<file path="config.mk">
export PLATFORM = sky130hd
export DESIGN_NAME = instr_fetch
export DESIGN_NICKNAME = d
export VERILOG_FILES = /design/src/rtl/instr_fetch.sv
export SDC_FILE = /design/constraint.sdc
export NUM_CORES = 1
export LEC_CHECK = 0
export ABC_AREA = 1
export CAP_MARGIN = 20
export CORE_ASPECT_RATIO = 0.5
export CORE_MARGIN = 2
export CORE_UTILIZATION = 44
export CTS_CLUSTER_DIAMETER = 40
export CTS_CLUSTER_SIZE = 30
export DETAILED_ROUTE_END_ITERATION = 10
export MAX_ROUTING_LAYER = met4
export PLACE_DENSITY_LB_ADDON = 0.05
export SLEW_MARGIN = 10
export SYNTH_ARGS = -nofsm -noshare
export SYNTH_HDL_FRONTEND = slang
export SYNTH_SLANG_ARGS = --single-unit
</file>
<file path="constraint.sdc">
create_clock -name clk -period 2.81 [get_ports clk]
set_input_delay 0.281 -clock clk [delete_from_list [all_inputs] [get_ports clk]]
set_output_delay 0.281 -clock clk [all_outputs]
set_load 0.005 [all_outputs]
</file>
<file path="src/rtl/instr_fetch.sv">
// Instruction fetch stage: PC, single-outstanding imem req/ack, prefetch FIFO,
// redirect handling with stale-data discard, one instruction per cycle to decode.
module instr_fetch #(
    parameter logic [31:0] RESET_PC  = 32'h0000_0000,
    parameter int unsigned BUF_DEPTH = 2
) (
    input  logic        clk,
    input  logic        rst,
    input  logic        stall_in,
    input  logic        redirect,
    input  logic [31:0] redirect_pc,
    output logic        imem_req,
    output logic [31:0] imem_addr,
    input  logic        imem_ack,
    input  logic [31:0] imem_rdata,
    output logic [31:0] instr,
    output logic [31:0] PC_out,
    output logic        done_out
);
    localparam int unsigned PTR_W = (BUF_DEPTH > 1) ? $clog2(BUF_DEPTH) : 1;
    localparam int unsigned CNT_W = PTR_W + 1;
    localparam logic [CNT_W-1:0] DEPTH_C = CNT_W'(BUF_DEPTH);

    typedef enum logic {IDLE, REQ} state_t;

    state_t             state_q, state_d;
    logic [31:0]        pc_q, pc_d;
    logic [31:0]        req_addr_q, req_addr_d;
    logic [31:0]        word_q [BUF_DEPTH];
    logic [31:0]        word_d [BUF_DEPTH];
    logic [31:0]        pc4_q  [BUF_DEPTH];
    logic [31:0]        pc4_d  [BUF_DEPTH];
    logic [PTR_W-1:0]   wr_ptr_q, wr_ptr_d;
    logic [PTR_W-1:0]   rd_ptr_q, rd_ptr_d;
    logic [CNT_W-1:0]   count_q, count_d;
    logic               discard_q, discard_d;
    logic [31:0]        instr_q, instr_d;
    logic [31:0]        pc_out_q, pc_out_d;
    logic               done_q, done_d;

    logic               ack, push, pop;
    logic [31:0]        next_addr;

    always_comb begin
        ack       = (state_q == REQ) && imem_ack;
        pop       = (count_q != '0) && !stall_in && !redirect;
        push      = ack && !discard_q && !redirect;
        next_addr = req_addr_q + 32'd4;

        state_d    = state_q;
        pc_d       = pc_q;
        req_addr_d = req_addr_q;
        word_d     = word_q;
        pc4_d      = pc4_q;
        wr_ptr_d   = wr_ptr_q;
        rd_ptr_d   = rd_ptr_q;
        discard_d  = discard_q;
        instr_d    = instr_q;
        pc_out_d   = pc_out_q;
        done_d     = 1'b0;

        if (push) begin
            word_d[wr_ptr_q] = imem_rdata;
            pc4_d[wr_ptr_q]  = next_addr;
            wr_ptr_d         = wr_ptr_q + PTR_W'(1);
            pc_d             = next_addr;
        end

        if (pop) begin
            instr_d  = word_q[rd_ptr_q];
            pc_out_d = pc4_q[rd_ptr_q];
            done_d   = 1'b1;
            rd_ptr_d = rd_ptr_q + PTR_W'(1);
        end

        count_d = count_q + CNT_W'(push) - CNT_W'(pop);

        if (redirect) begin
            pc_d     = {redirect_pc[31:2], 2'b00};
            wr_ptr_d = '0;
            rd_ptr_d = '0;
            count_d  = '0;
        end

        // A request is only launched when a FIFO slot is guaranteed for its data.
        case (state_q)
            IDLE: begin
                if (!redirect && (count_q < DEPTH_C)) begin
                    req_addr_d = pc_q;
                    state_d    = REQ;
                end
            end
            REQ: begin
                if (ack) begin
                    discard_d = 1'b0;
                    if (count_d < DEPTH_C) begin
                        req_addr_d = pc_d;
                    end else begin
                        state_d = IDLE;
                    end
                end else if (redirect) begin
                    discard_d = 1'b1;
                end
            end
            default: state_d = IDLE;
        endcase
    end

    always_ff @(posedge clk) begin
        if (!rst) begin
            state_q    <= IDLE;
            pc_q       <= RESET_PC;
            req_addr_q <= '0;
            for (int unsigned i = 0; i < BUF_DEPTH; i++) begin
                word_q[i] <= '0;
                pc4_q[i]  <= '0;
            end
            wr_ptr_q   <= '0;
            rd_ptr_q   <= '0;
            count_q    <= '0;
            discard_q  <= 1'b0;
            instr_q    <= '0;
            pc_out_q   <= '0;
            done_q     <= 1'b0;
        end else begin
            state_q    <= state_d;
            pc_q       <= pc_d;
            req_addr_q <= req_addr_d;
            word_q     <= word_d;
            pc4_q      <= pc4_d;
            wr_ptr_q   <= wr_ptr_d;
            rd_ptr_q   <= rd_ptr_d;
            count_q    <= count_d;
            discard_q  <= discard_d;
            instr_q    <= instr_d;
            pc_out_q   <= pc_out_d;
            done_q     <= done_d;
        end
    end

    assign imem_req  = (state_q == REQ);
    assign imem_addr = req_addr_q;
    assign instr     = instr_q;
    assign PC_out    = pc_out_q;
    assign done_out  = done_q;

endmodule

</file>
### Word-level counts from Yosys, hierarchy flattened

Cells that the tools add are included.

* $add $sub $neg: 5
* magnitude comparators: 5
* eq/ne operators: 3
* mux-type cells: 24
* bitwise operators: 4
* reduce and logical (&&, ||, !) cells: 15

Operator list (count)
* $mux W32: 12
* $bwmux W64: 2
* $pmux W32 S2: 1
* $add A32 B3 Y32 const B: 1
* $demux W32 S1: 1
* $logic_and A1 B1 Y1: 7
* $mux W1: 6
* $ge A2 B2 Y1 const B: 2
* $lt A2 B2 Y1 const B: 2
* $ne A2 B1 Y1 const B: 2
* $not A1 Y2: 2
* $reduce_bool A2 Y1: 2
* $logic_not A1 Y1: 3
* $reduce_and A3 Y1: 1
* $add A1 B1 Y1 const B: 2
* $add A2 B1 Y2: 1
* $lt A2 B1 Y1 const B: 1
* $mux W2: 1
* $ne A2 B2 Y1 const B: 1
* $not A1 Y1: 2
* $pmux W1 S2: 1
* $reduce_and A2 Y1: 1
* $reduce_or A2 Y1: 1
* $sub A2 B1 Y2: 1

* bits in registers: 263
* input port bits: 69
* output and inout port bits: 98
* word-level logic and storage cells: 70

### Longest topological paths before layout

* word-level depth: 10
* gate-level depth with buffers: 16
* mapped depth without buffers: 14

### Worst setup path after synthesis

No wires, ideal clock.

* kind: reg2reg
* from: register count_q[1]
* to: register req_addr_q[21], in the netlist imem_addr[21]
* setup time: 0.117 ns
* arrival: 2.229 ns
* required time: 2.693 ns
* setup slack: 0.465 ns
* stages on the path, launching flop included: 17
* buffers on the path: 4
* period minus slack after synthesis: 2.345 ns
* cells stage by stage: dfxtp_1 > nor2_1 > nor3_1 > buf_2 > buf_2 > ha_1 > inv_1 > ha_1 > inv_1 > nand2_1 > nand4_1 > nand3_1 > buf_4 > buf_2 > nand2_1 > nand2_1 > a21oi_1

* word-level cells in the longest chain between the ends: 8
* elaborated cells on any way between the ends: 12
* those cells by class: add/sub (2); order compare (2); eq/ne (2); mux (1); reduce/logical (5)

RTL lines
* start: declaration: line 35 `logic [CNT_W-1:0] count_q, count_d;`
* start signal: assignment: line 133 `count_q <= count_d;`
* branches (longest 7 deep; another with $add A2 B1 Y2)
* $reduce_and A3 Y1 (no line) (*)
* end signal: assignment: line 128 `req_addr_q <= req_addr_d;`
* end: declaration: line 28 `logic [31:0] req_addr_q, req_addr_d;`

Mark *: on every way between the ends.
A chain may end at the register's enable or synchronous reset.

### Worst setup path in the final report

* from: register state_q, in the netlist imem_req
* to: output port imem_req

RTL lines
* start: declaration: line 26 `state_t state_q, state_d;`
* start signal: assignment: line 126 `state_q <= state_d;`
* end: declaration: line 12 `output logic imem_req,`

No word-level cell between the ends.

==> results.md <==
Run status:
- The flow ran to the end, and the final reports show no timing, DRC or antenna violations.

Pwr:
- The share of power burned in the clock network is 43.4%.
- The worst ir drop on vdd is 0.378 mV.
- In this run the power density over the cells is 597 mW/mm2.
- Of the total power, combinational logic draws 10.1%.
- The register share of total power is 46.4%.
- The internal power of the cells totals 6140 uW.
- The switching power of the nets is 2440 uW.
- The switching share of power is 28.5%.
- The analysis attributes to cell leakage a power of 0.00594 uW.

Timing:
- The count of final hold-check violations was 0.
- The tightest slew margin relative to the limit is 43.4%.
- The fmax is 405 MHz.
- For the pin with the worst max-slew slack, the measured transition is 0.849 ns.
- The minimum period implied by the final worst setup slack is 2.47 ns.
- On the final layout, the worst clock skew is 0.0217 ns.
- The final count of pins violating max slew came to 0.
- Setup repair after global routing left no endpoint under its margin.
- The worst path uses 87.9% of the clock period.
- The final count of negative-setup-slack endpoints is 0.
- Summed over all failing endpoints, the final setup total negative slack is 0 ns.

Yosys:
- Dividing the synthesized area by the synthesized cell count gives 7.02 um2.
- The count of mapped cells out of synthesis is 1645.
- The async set or reset register ratio after synthesis is 0%.
- The number of different library cells used by synthesis comes to 31.
- Summing the areas of all and, or, nand and nor instances in the mapped netlist gives 24.5% of the synthesized area.
- The commonest cells after synthesis are nand2_1, dfxtp_1, o21ai_0, nor2_1, inv_1.
- The number of enable flip-flop cells after synthesis is 0.
- The prevailing post-synth register cell is dfxtp_1.
- The sequential cell area fraction in the yosys report is 45.6%.
- The synthesized netlist devotes 0.325% of its cell area to adder and majority cells.
- Measured against the total synthesized area, the mux share comes to 0%.
- The most numerous cell in the Yosys netlist is nand2_1.
- The synthesized design devotes to its leading area cell type 45.6% of total area.
- After synthesis the cells add up to 0.0116 mm2.
- Counting flops and latches in the post-synthesis netlist gives 263.
- By area, the combinational part of the netlist is dominated by simple AND/OR/NAND/NOR gates.
- After synthesis, the cell types taking the most area are dfxtp_1, nand2_1, o21ai_0.
- For this run, the number of Yosys warnings is 0.
- The leading area contributor after synthesis is dfxtp_1.
- The number of nets in the synthesized netlist is 1717.
- The compound-gate portion of the synthesized area is 19.1%.
- The parity-gate share of the synthesized area counting xor and xnor cells is 1.59%.

Worst setup path:
- The sum of buffers and inverters on the critical path is 2.
- The terminus of the critical flop-to-flop path is imem_addr[10]$_SDFFE_PN0P_.
- The capture point of the worst path is imem_req.
- The worst setup path is captured at an output port.
- The largest stage delay on the critical path is 0.61 ns.
- The worst register-to-register path begins at imem_req$_SDFF_PN0_.
- The critical path required time is 2.53 ns.
- The peak fanout along the critical path is 50.
- The slack of the worst reg-to-reg path is 0.60 ns.
- The most critical setup path has its startpoint at imem_req$_SDFF_PN0_.
- The worst reg-to-reg path cell count is 14.
- The kind of critical path is register to output port.
- The library cell contributing the largest single delay on the critical path is clkdlybuf4s50_1.
- The critical path launch point type is a register.
- The cell family contributing the most delay on the critical path is buffers and inverters.
- The arrival time at the worst endpoint is 2.19 ns.
- Traced cell by cell, the critical path runs through buf_4 > clkdlybuf4s50_1.
- The count of cell instances traversed by the critical path is 2.

Die:
- The die width is 233 um.
- After floorplanning, the core was sized to cover 0.0255 mm2.
- The placement row count is 41.
- The starting utilization of the core area is 45.3%.
- The top-level I/O count is 167.
- From bottom edge to top edge, the die measures 119 um.
- The die outline area is 0.0276 mm2.

Global routing:
- The initial antenna violation count is 0.
- The largest net degree at the start of global routing is 180.
- The total track usage is 25.2%.
- The wire length of the first global-routing pass is 54400 um.
- Global routing finished with a remaining overflow of 0.
- The number of global-route vias before repair was 10267.

Drt:
- The first detailed-routing pass ran for 7 iterations.
- The wire length per cell after detailed routing is 16.3 um.
- After the first detailed-routing iteration, the DRC count stood at 983.
- The number of vias per cell is 5.21.
- Summing over every cut layer, the via total after detailed routing is 11042.
- The final layout contains routed wiring with a total length of 34600 um.
- The total DRC errors in the routed layout is 0.
- The number of nets with antenna violations after detailed routing is 0.

Final layout:
- The sequential cells in the finished layout cover a total of 0.00527 mm2.
- The fill cell instance count of the final layout is 2401.
- Relative to the synthesized area, the layout overhead comes to 24.4%.
- The count of inserted antenna diode cells is 0.
- The layout cell share with drive strength beyond 1 is 6.42%.
- Once layout is done, the placed cells without fillers occupy 0.0144 mm2.
- At the end of the flow the core is filled with cells to 56.3%.
- The multi-input combinational cells in the finished layout cover a total of 0.00527 mm2.
- For this run, the post-layout net count is 1827.

Place:
- After legalization and detailed placement, the total HPWL measured 21700 um.
- The final weighted congestion in routability-driven placement is 0.909.
- The area after detailed placement is 0.0134 mm2.
- Input and output buffers added on the ports amount to 164.

Clock network:
- The CTS tree is built.
- The number of buffers inserted during clock tree synthesis is 27.
- The number of gates resized after cts is 0.
- The count of clock tree sinks is 263.
- The clock input transition at the sequential cells of the worst setup and hold paths is 0.07 ns.
- The library cell used as clock root buffer is clkbuf_16.
- The clock passes through at most 3 buffers.
- The number of hold buffers added after CTS is 0.
- CTS built an H-tree with a depth of 1.
- Post-CTS timing repair inserted 0 buffers for setup.
- The later pin in the worst-skew pair is clocked with a latency of 0.56 ns.

Job:
- The number of max-cap violations is 0.

Worst hold path:
- The worst hold path belongs to the class primary input to register.
## routing by layer
layer | part of all wire (%) | GRT usage, % | up-vias
met5 | 0 | - | -
met4 | 2.3 | 5.93 | 0
met3 | 5.9 | 3.64 | 61
met2 | 46 | 40.4 | 313
met1 | 46 | 33.7 | 5188
li1 | - | - | 5480
## worst min-delay path, cell delays in order
cell and delay [ns]:
buf_4 0.14, o21ai_0 0.07, nor2_1 0.04
## through the flow
step	std cells	setup WS, ns	total power (uW)	hold slack, ns
after floorplan	1645	0.465	4510	0.416
after global placement	2070	0.247	4910	0.451
after detailed placement	2070	0.192	4930	0.456
after CTS	2120	0.347	8640	0.0140
after global routing	2120	0.265	8920	0.0325
final	2120	0.341	8580	0.0267
## cells by family (layout without fill, tap and decap cells)
kind of cell    count (synthesis)  count (layout)
compound gates                400             400
xor+xnor                       15              15
fa+ha+maj                       3               3
buf+inv                       260             391
flops                         263             263
simple gates                  704             704
## registers in the layout, summed over array words and instances (netlist names)
name / cells
imem_req: 1
done_out: 1
rd_ptr_q: 1
discard_q: 1
word_q: 64
wr_ptr_q: 1
PC_out: 32
pc_q: 32
imem_addr: 32
pc4_q: 64
instr: 32
count_q: 2
## worst min-delay path by stage
| stage | startpoint | depth (start not counted) | endpoint | slack [ns] |
|---|---|---|---|---|
| finish | rst | 3 | pc4_q[5]$_SDFFE_PN0P_ | 0.03 |
| global route | rst | 3 | pc4_q[5]$_SDFFE_PN0P_ | 0.03 |
| CTS | rst | 3 | pc4_q[5]$_SDFFE_PN0P_ | 0.01 |
| detailed placement | pc4_q[3]$_SDFFE_PN0P_ | 2 | pc4_q[3]$_SDFFE_PN0P_ | 0.46 |
| global placement | word_q[23]$_SDFFE_PN0P_ | 2 | word_q[23]$_SDFFE_PN0P_ | 0.45 |
| floorplan | imem_rdata[0] | 2 | word_q[32]$_SDFFE_PN0P_ | 0.42 |
## cell usage in the layout (no fill, tap or decap), drive strengths merged, types with 5 or more instances in the layout
| cell | count |
|---|---|
| clkinv | 5 |
| nand2 | 487 |
| o21a | 8 |
| a21oi | 102 |
| nand3 | 34 |
| clkdlybuf4s50 | 163 |
| clkbuf | 27 |
| o21bai | 36 |
| a31oi | 66 |
| inv | 170 |
| o21ai | 181 |
| nor2 | 176 |
| dfxtp | 263 |
| xor2 | 13 |
| buf | 25 |
## final cells by class
class | instances | share of cell area (%)
multi-input combinational | 1122 | 36.7
tap | 344 | 3.00
inverter | 153 | 4.00
timing repair buffer | 188 | 13.2
clock inverter | 23 | 1.75
sequential | 263 | 36.7
clock buffer | 27 | 4.70
## power groups by stage
| stage | clock network, uW | registers, uW | logic, uW |
|---|---|---|---|
| finish | 3730 | 3980 | 868 |
| global route | 3960 | 4000 | 967 |
| CTS | 3790 | 3980 | 871 |
| detailed placement | 0 | 4070 | 865 |
| global placement | 0 | 4060 | 849 |
| floorplan | 0 | 4030 | 482 |
Note: power is estimated with default switching activity, not from simulation.
